===== src/rtl/csr_axil_initiator.sv =====
// csr_axil_initiator: turns one CSR request at a time into an AXI-lite write (AW+W->B) or read (AR->R).
// Latency accept->rsp_valid 4 cycles write / 3 read; waits indefinitely on slave readiness and on rsp_ready.
module csr_axil_initiator #(
    parameter int ADDR_WIDTH = 32,
    parameter int DATA_WIDTH = 32
) (
    input  logic                    clk,
    input  logic                    rst,
    input  logic                    req_valid,
    output logic                    req_ready,
    input  logic                    req_write,
    input  logic [ADDR_WIDTH-1:0]   req_addr,
    input  logic [DATA_WIDTH-1:0]   req_wdata,
    input  logic [DATA_WIDTH/8-1:0] req_wstrb,
    output logic                    rsp_valid,
    input  logic                    rsp_ready,
    output logic [DATA_WIDTH-1:0]   rsp_rdata,
    output logic                    rsp_err,
    output logic                    busy,
    output logic                    awvalid,
    input  logic                    awready,
    output logic [ADDR_WIDTH-1:0]   awaddr,
    output logic [2:0]              awprot,
    output logic                    wvalid,
    input  logic                    wready,
    output logic [DATA_WIDTH-1:0]   wdata,
    output logic [DATA_WIDTH/8-1:0] wstrb,
    input  logic                    bvalid,
    output logic                    bready,
    input  logic [1:0]              bresp,
    output logic                    arvalid,
    input  logic                    arready,
    output logic [ADDR_WIDTH-1:0]   araddr,
    output logic [2:0]              arprot,
    input  logic                    rvalid,
    output logic                    rready,
    input  logic [DATA_WIDTH-1:0]   rdata,
    input  logic [1:0]              rresp
);

    typedef enum logic [2:0] {
        IDLE   = 3'd0,
        WR_REQ = 3'd1,
        WR_RSP = 3'd2,
        RD_REQ = 3'd3,
        RD_RSP = 3'd4,
        DONE   = 3'd5
    } state_t;

    typedef struct packed {
        logic [ADDR_WIDTH-1:0]   addr;
        logic [DATA_WIDTH-1:0]   wdata;
        logic [DATA_WIDTH/8-1:0] wstrb;
    } req_hold_t;

    state_t    state_q;
    state_t    state_d;
    req_hold_t hold_q;
    logic      aw_pend;
    logic      w_pend;
    logic      ready_en;
    logic      accept;
    logic      unused_resp_bits;

    // ready_en keeps req_ready low until the first edge after reset release
    assign req_ready = (state_q == IDLE) && ready_en;
    assign accept    = req_valid && req_ready;
    assign busy      = (state_q != IDLE);
    assign rsp_valid = (state_q == DONE);

    assign awvalid = aw_pend;
    assign wvalid  = w_pend;
    assign awaddr  = hold_q.addr;
    assign awprot  = 3'b000;
    assign wdata   = hold_q.wdata;
    assign wstrb   = hold_q.wstrb;
    assign bready  = (state_q == WR_RSP);
    assign arvalid = (state_q == RD_REQ);
    assign araddr  = hold_q.addr;
    assign arprot  = 3'b000;
    assign rready  = (state_q == RD_RSP);

    // only bit 1 of a response distinguishes error (SLVERR/DECERR) from OKAY/EXOKAY
    assign unused_resp_bits = bresp[0] ^ rresp[0];

    always_ff @(posedge clk or posedge rst) begin
        if (rst) begin
            state_q  <= IDLE;
            ready_en <= 1'b0;
        end else begin
            state_q  <= state_d;
            ready_en <= 1'b1;
        end
    end

    always_comb begin
        state_d = state_q;
        case (state_q)
            IDLE:    if (accept) state_d = req_write ? WR_REQ : RD_REQ;
            WR_REQ:  if (!aw_pend && !w_pend) state_d = WR_RSP;
            WR_RSP:  if (bvalid) state_d = DONE;
            RD_REQ:  if (arready) state_d = RD_RSP;
            RD_RSP:  if (rvalid) state_d = DONE;
            DONE:    if (rsp_ready) state_d = IDLE;
            default: state_d = IDLE;
        endcase
    end

    always_ff @(posedge clk or posedge rst) begin
        if (rst) begin
            hold_q    <= '0;
            aw_pend   <= 1'b0;
            w_pend    <= 1'b0;
            rsp_rdata <= '0;
            rsp_err   <= 1'b0;
        end else begin
            if (accept) begin
                hold_q.addr <= req_addr;
                if (req_write) begin
                    hold_q.wdata <= req_wdata;
                    hold_q.wstrb <= req_wstrb;
                    aw_pend      <= 1'b1;
                    w_pend       <= 1'b1;
                end
            end
            // AW and W retire independently; either may complete first
            if (aw_pend && awready) aw_pend <= 1'b0;
            if (w_pend && wready)   w_pend  <= 1'b0;
            if (state_q == WR_RSP && bvalid) begin
                rsp_rdata <= '0;
                rsp_err   <= bresp[1];
            end
            if (state_q == RD_RSP && rvalid) begin
                rsp_rdata <= rdata;
                rsp_err   <= rresp[1];
            end
        end
    end

endmodule


===== config.mk =====
export PLATFORM = sky130hd
export DESIGN_NAME = csr_axil_initiator
export DESIGN_NICKNAME = d
export VERILOG_FILES = /design/src/rtl/csr_axil_initiator.sv
export SDC_FILE = /design/constraint.sdc
export NUM_CORES = 1
export LEC_CHECK = 0
export ABC_AREA = 1
export CAP_MARGIN = 10
export CORE_ASPECT_RATIO = 0.8
export CORE_UTILIZATION = 30
export DETAILED_ROUTE_END_ITERATION = 8
export PLACE_DENSITY_LB_ADDON = 0.08
export SLEW_MARGIN = 30
export SYNTH_ARGS = -nofsm -noshare
export SYNTH_HDL_FRONTEND = slang
export SYNTH_SLANG_ARGS = --single-unit

===== constraint.sdc =====
create_clock -name clk -period 3.75 [get_ports clk]
set_input_delay 0.375 -clock clk [delete_from_list [all_inputs] [get_ports clk]]
set_output_delay 0.375 -clock clk [all_outputs]
set_load 0.02 [all_outputs]

**Yosys cells after proc, flatten, opt, wreduce, memory -nomap -nowiden**

Cells that the tools add are included.

- Eq/ne operators: 11
- Multiplexer cells: 16
- Reductions and logical operators: 20

Operator list:

| cell | count |
|---|---|
| $mux W32 | 2 |
| $mux W3 | 6 |
| $pmux W3 S6 | 1 |
| $reduce_bool A2 Y1 | 5 |
| $ne A2 B2 Y1 const B | 4 |
| $logic_and A1 B1 Y1 | 7 |
| $eq A3 B2 Y1 const B | 2 |
| $eq A3 B3 Y1 const B | 2 |
| $mux W1 | 6 |
| $reduce_and A2 Y1 | 3 |
| $reduce_and A6 Y1 | 1 |
| $ne A2 B1 Y1 const B | 2 |
| $eq A3 B1 Y1 const B | 1 |
| $logic_not A3 Y1 | 1 |
| $reduce_bool A3 Y1 | 1 |
| $logic_not A1 Y1 | 2 |
| $mux W2 | 1 |

- Flip-flop bits (word level): 107
- Output and inout bits: 147
- Logic and storage cells: 56

**Longest topological paths before layout**

- Depth after elaboration: 5
- Depth in mapped cells: 9

**Worst setup path before layout**

Ideal clock, no wire load.

- Kind: register to register
- From: reg state_q[1]
- To: reg wdata[10] (netlist name)
- Arrival: 1.414 ns
- Required time: 3.633 ns
- Slack: 2.219 ns
- Stages on the path, launching flop included: 10
- Period minus slack after synthesis: 1.531 ns
- Cell sequence: dfrtp_1 nor2_4 nand2_2 nor2_4 nand2_4 inv_4 nand2_4 buf_6 nand2_1 nand2_1

- Cells in the longest elaborated chain, start to end: 4

Ends and longest elaborated chain:

| item | line | text |
|---|---|---|
| start, declared | 56 | `state_t state_q;` |
| start signal, assigned | 91 | `state_q <= state_d;` |
| $logic_not A3 Y1 | 66 | `assign req_ready = (state_q == IDLE) && ready_en;` |
| $logic_and A1 B1 Y1 | 66 |  |
| via req_ready | 10 | `output logic req_ready,` |
| $logic_and A1 B1 Y1 | 67 | `assign accept = req_valid && req_ready;` |
| $reduce_and A2 Y1 (no line) | n/a |  |

The timed path passes the listed nets, and every way through them passes these cells.
A chain may end at the register's enable or synchronous reset.

**Worst setup path in the final report**

- From: reg state_q[1]
- To: out rready

- Cells in the longest elaborated chain, start to end: 1

Ends and longest elaborated chain:

| item | line | text |
|---|---|---|
| $eq A3 B3 Y1 | 81 | `assign rready = (state_q == RD_RSP);` |
| end, declared | 36 | `output logic rready,` |

No other way between the ends.

==> flow_metrics.py <==
metrics = {
    "sta": {
        "rsz0062_at_grt": "no",
        "post-route-period-util_pct": 70.8,
        "holdWs_ns": 0.469,
        "fin_skew_ns": 0.0105,
        "finalSetupViolCount": 0,
        "maxSlewHeadroom_pct": 58.2,
        "finalSetupTns_ns": 0,
        "slew_viol_final": 0,
        "layout_setup_ws_ns": 1.09,
        "tightest_slew_ns": 0.626,
        "hold_viol_final": 0,
        "fin_crit_ns": 2.66,
        "fmax_mhz": 376,
    },
    "critical_path": {
        "end_kind": "output pin",
        "startpoint": "state_q[1]$_DFFE_PP0P_",
        "worst-path-max-fanout": 35,
        "worstSetupPathType": "flop to output pin",
        "r2r-start": "state_q[1]$_DFFE_PP0P_",
        "cp-start-kind": "flop",
        "r2r_cells": 8,
        "reg2reg_slack_ns": 1.46,
        "r2r_end": "wdata[31]$_DFFE_PP0P_",
        "cp.arrival_ns": 2.28,
        "required_ns": 3.38,
    },
    "placed_design": {
        "pre_cts_ws_ns": 1.38,
        "hpwlAfterDp_mm": 9.46,
        "placed_cell_area_mm2": 0.00703,
        "portBuffers": 252,
        "gp_congestion": 0.784,
    },
    "power_and_ir_drop": {
        "power.total_w": 0.00634,
        "pwr-share-seq_pct": 32.1,
        "irDropWorstVdd_uv": 428,
        "internal_power_w": 0.00383,
        "p_sw_share_pct": 39.6,
        "p_leak_nw": 3.54,
        "p_per_area_mw_per_mm2": 861,
        "netSwitchingPower_w": 0.00251,
        "combPwrFrac_pct": 51.2,
        "p_clk_share_pct": 16.7,
    },
    "floorplanning": {
        "core_region_area_mm2": 0.0151,
        "start_util_pct": 30.7,
        "die_h_um": 113,
        "pin_count": 261,
        "die_w_um": 141,
        "num_rows": 40,
        "die_area_mm2": 0.0159,
    },
    "global_route": {
        "grt_max_degree": 61,
        "grt_pass1_vias": 4099,
        "antenna_found_initial": 0,
        "overflow": 0,
        "grt_pass1_wl_mm": 22.2,
        "grt_usage_pct": 17.9,
    },
    "route": {
        "drcViolationCount": 0,
        "wire_per_inst_um": 14.1,
        "ant_nets": 0,
        "wl_mm": 13.5,
        "drtIter0Drc": 233,
        "first_pass_iters": 4,
        "vias": 4136,
        "drt-vias-per-instance": 4.34,
    },
    "job": {
        "drv_cap": 0,
    },
    "clock_tree": {
        "hold_buffers": 0,
        "path_clk_slew_ns": 0.07,
        "cts_root_buf": "clkbuf_16",
        "cts_inserted_buffers": 9,
        "cts_setup_buffers": 0,
        "clock_latency_ns": 0.35,
        "cts_max_level": 3,
        "clock_path_buffers": 2,
        "clkSinkCount": 107,
        "cts_resized": 0,
        "cts_tree": "done",
    },
    "synth": {
        "synth_top_area_share_pct": 57.8,
        "syn_inst": 532,
        "synth_area_mm2": 0.00463,
        "yosysUniqueCellTypes": 23,
        "async_flop_share_pct": 100,
        "synthFlopType": "dfrtp_1",
        "synth_warnings": 0,
        "ys_seq_area_share_pct": 57.8,
        "synth-seq-cells": 107,
        "avgSynthCellArea_um2": 8.71,
        "netlist.top_cell.by_area": "dfrtp_1",
        "synth_area_leaders": "dfrtp_1 (58%), nand2_1 (20%), nand3_1 (8.1%)",
        "synth-edff-count": 0,
    },
    "cells_and_area": {
        "final_cell_area_mm2": 0.00736,
        "fill_cells": 1414,
        "final_cell_mix": "clkdlybuf4s50_1 (251), nand2_1 (247), dfrtp_1 (107)",
        "area_delta_synth_final_pct": 59.0,
        "nNetsFinal": 853,
        "n_antenna_cell": 0,
        "drive_above_1_share_pct": 4.03,
        "final_common_cell": "clkdlybuf4s50_1",
    },
    "run_status": {
        "status": "completed",
    },
    "hold_path": {
        "hp-class": "input port to asynchronous set/reset pin",
    },
}
[sequential cells by signal, indices dropped and copies added, names as in the netlist]
signal,count
araddr,32
rsp_rdata,32
wdata,32
wstrb,4
state_q,3
awvalid,1
ready_en,1
rsp_err,1
wvalid,1
[cells by family after synthesis]
logic type	count (synthesis)	share of synthesized area [%]
and+or+nand+nor	339	30.5
buffers and inverters	78	10.8
AOI/OAI and AO/OA	6	0.729
DFF	107	57.8
other	2	0.162
[layout make-up]
class | count | area (µm²) | area share [%]
flip-flops and latches | 107 | 2680 | 36.4
repair buffers | 256 | 2560 | 34.8
multi-input cells | 352 | 1470 | 20.0
clock buffers | 13 | 270 | 3.67
well taps | 210 | 263 | 3.57
clock inverters | 3 | 68.8 | 0.934
inverters | 13 | 53.8 | 0.731
[per-stage QoR]
| step | instances | util, % |
|---|---|---|
| after floorplan | 537 | - |
| after global routing | 954 | 48.9 |
| after detailed placement | 938 | 46.7 |
| final | 954 | 48.9 |
| after CTS | 954 | 48.9 |
| after global placement | 938 | 46.7 |
[worst max-delay path, stage by stage (launching register included)]
cell and delay, ns:
dfrtp_1 0.47, nor2_4 0.16, nand2_1 0.09, inv_2 0.46, clkdlybuf4s50_1 0.72
[worst max-delay path by stage]
stage,end,depth (start not counted)
after global placement,awvalid$_DFFE_PP0P_,6
after global routing,rready,4
after detailed placement,wdata[31]$_DFFE_PP0P_,6
final,rready,4
after CTS,rready,4
after floorplan,araddr[0]$_DFFE_PP0P_,1
[synth_stat cells (2+ instances only)]
master,instances
buf_2,3
buf_4,42
buf_6,6
clkbuf_1,14
conb_1,2
dfrtp_1,107
inv_1,9
inv_2,3
nand2_1,247
nand2_4,2
nand3_1,75
nand4_1,3
nor2_1,7
nor2_4,2
o21ai_1,2
[metal layers]
| layer | wire (µm) | up-vias | global-route usage [%] | share of wire, % |
|---|---|---|---|---|
| li1 | - | 2032 | - | - |
| met1 | 5760 | 1928 | 21.7 | 43 |
| met2 | 6370 | 164 | 28.9 | 47 |
| met3 | 1200 | 12 | 7.36 | 8.9 |
| met4 | 159 | 0 | 5.36 | 1.2 |
| met5 | 0 | - | 0 | 0 |
[power groups by stage]
stage	Combinational [W]	Clock (W)	Sequential, W
after floorplan	0.00119	0	0.00264
after global placement	0.00326	0	0.00202
after detailed placement	0.00329	0	0.00205
after CTS	0.00329	0.00110	0.00204
after global routing	0.00350	0.00115	0.00212
final	0.00324	0.00106	0.00204
No activity file was read; power rests on OpenSTA's default activity.
==> RTL change, RTL diff (config.mk and constraints unchanged) <==
`DATA_WIDTH`: 32 -> 48.
--- a/src/rtl/csr_axil_initiator.sv
+++ b/src/rtl/csr_axil_initiator.sv
@@ -3,5 +3,5 @@
 module csr_axil_initiator #(
     parameter int ADDR_WIDTH = 32,
-    parameter int DATA_WIDTH = 32
+    parameter int DATA_WIDTH = 48
 ) (
     input  logic                    clk,
Ports: changed (6 resized); port bits go from 261 to 329. The function was not compared with the original's and may differ.
==> RTL change against the original RTL <==
Setup slack better by 0.28 ns; clock skew decreased by 0.00084 ns; largest power group unchanged; sequential cell count increased by 34; power increased by 29%; via count increased by 22%; area after synthesis increased by 26%; clock power grew 55%; sequential share of layout area up 0.66 points; non-clock buffer count increased by 69; cell area rose by 29%; first-iteration DRC count up 14%; routed wire length rose by 27%; count of clock-buffer cells in the layout rose by 5; synthesized cell count is 26% higher.
==> RTL change: results (changes against the original RTL) <==
- Post-CTS Setup Bufs: 0 (unchanged)
- Detailed Route WL: 17200 um (+27%)
- Placed inst area: 8960 um^2 (+27%)
- Met1 Use GR: 0.211 (-0.00661)
- Post-synth top cells: nand2_1 (409), dfrtp_1 (141), buf_4 (38)
- Initial DRC count: 265 (+14%)
- Crit path DAT: 2.67 ns (+0.39 ns)
- #FFs+latches synth: 141 (+32%)
- Ys async rst share: 1.00 (unchanged)
- Seq/Total Area, Yosys: 0.606 (+0.0283)
- Static leakage power: 4.65 nW (+31%)
- Clock buffer depth: 2 (unchanged)
- Switching Fraction: 0.394 (-0.00173)
- Critical path fanouts, max: 54 (+54%)
- Total global routing track utilization: 0.175 (-0.00358)
- Via count: 5027 (+22%)
- Vias in the first global route: 4759 (+16%)
- Multi-input gate count: 454 (+29%)
- IO Port Bufs: 320 (+27%)
- H-tree Lvls: 4 (+1)
- Fillers: 1814 (+28%)
- TritonCTS Buffers: 17 (+8)
- Non-clk buf share: 0.341 (-0.00626)
- Non-clk bufs: 325 (+27%)
- Worst hold slack: 0.373 ns (-0.0962 ns)
- DPL Wire Length: 12100 um (+28%)
- Reg2reg end: wstrb[3]
- Largest net degree at the start of global routing: 78 (+28%)
- Routability Congestion: 0.726 (-7.4%)
- Worst-margin pin slew: 0.882 ns (+0.256 ns)
- Worst skew pair latency: 0.42 ns (+0.07 ns)
- # clk buffers: 18 (+5)
- Routed met1 length: 7160 um (+24%)
- Peak VDD IR: 0.000331 V (-23%)
- Area contributors post-synth: dfrtp_1 (61%), nand2_1 (26%), buf_4 (4.9%)
- Met3 WL: 1800 um (+50%)
- Synth Instances: 670 (+26%)
- Critical path type: reg2reg
- Clock-cell share of area: 0.0593 (+0.0133)
- Crit path largest cell delay: 0.61 ns (-0.11 ns)
- Status: completed
- Reg-to-reg slack, setup: 1.37 ns (-0.09 ns)
- Sequential cell area: 3530 um^2 (+32%)
- Global-route wire length before repair: 26400 um (+19%)
- Tmin final: 2.38 ns (-0.277 ns)
- Fraction of area in multi-input gates: 0.189 (-0.0110)
- Routed wl met2: 8030 um (+26%)
- Well Taps: 258 (+23%)
- Mux cell area share after synthesis: 0 (unchanged)
- GRT met3 Usage: 0.0776 (+0.00392)
- Layout cells sized above 1: 0.0569 (+0.0166)
- Final non-filler cell total: 1225 (+28%)
- Compound-cell area share of the yosys netlist: 0.00753 (+0.000232)
- Final instance area: 9530 um^2 (+29%)
- Number of logic inverters in the finished layout: 15 (+2)
- M2 GR Usage: 0.281 (-0.00832)
- Clock Skew: 0.00963 ns (-0.000845 ns)
- Dpl ws: 1.46 ns (+0.0795 ns)
## RTL change: cell count changes after synthesis, sizes merged
| cell | unedited run | this run |
|---|---|---|
| nand4 | 3 | 2 |
| buf | 51 | 59 |
| o21ai | 3 | 5 |
| nand3 | 75 | 4 |
| clkbuf | 14 | 6 |
| dfrtp | 107 | 141 |
| inv | 13 | 15 |
| nand2 | 250 | 421 |
| nor2 | 9 | 10 |
## RTL change: power by group through the flow
stage	registers [mW]	clock network, mW	logic, mW
2_1_floorplan	3.40	0	1.31
3_3_place_gp	2.62	0	3.96
3_5_place_dp	2.63	0	3.97
4_1_cts	2.63	1.68	3.97
5_1_grt	2.71	1.76	4.22
6_report	2.62	1.64	3.92
## RTL change: worst max-delay path: cells and delay by family (launching register included)
| kind | cells | cell delay, ns |
|---|---|---|
| simple gates | 7 | 1.15 |
| buf+inv | 1 | 0.61 |
| flops | 1 | 0.48 |
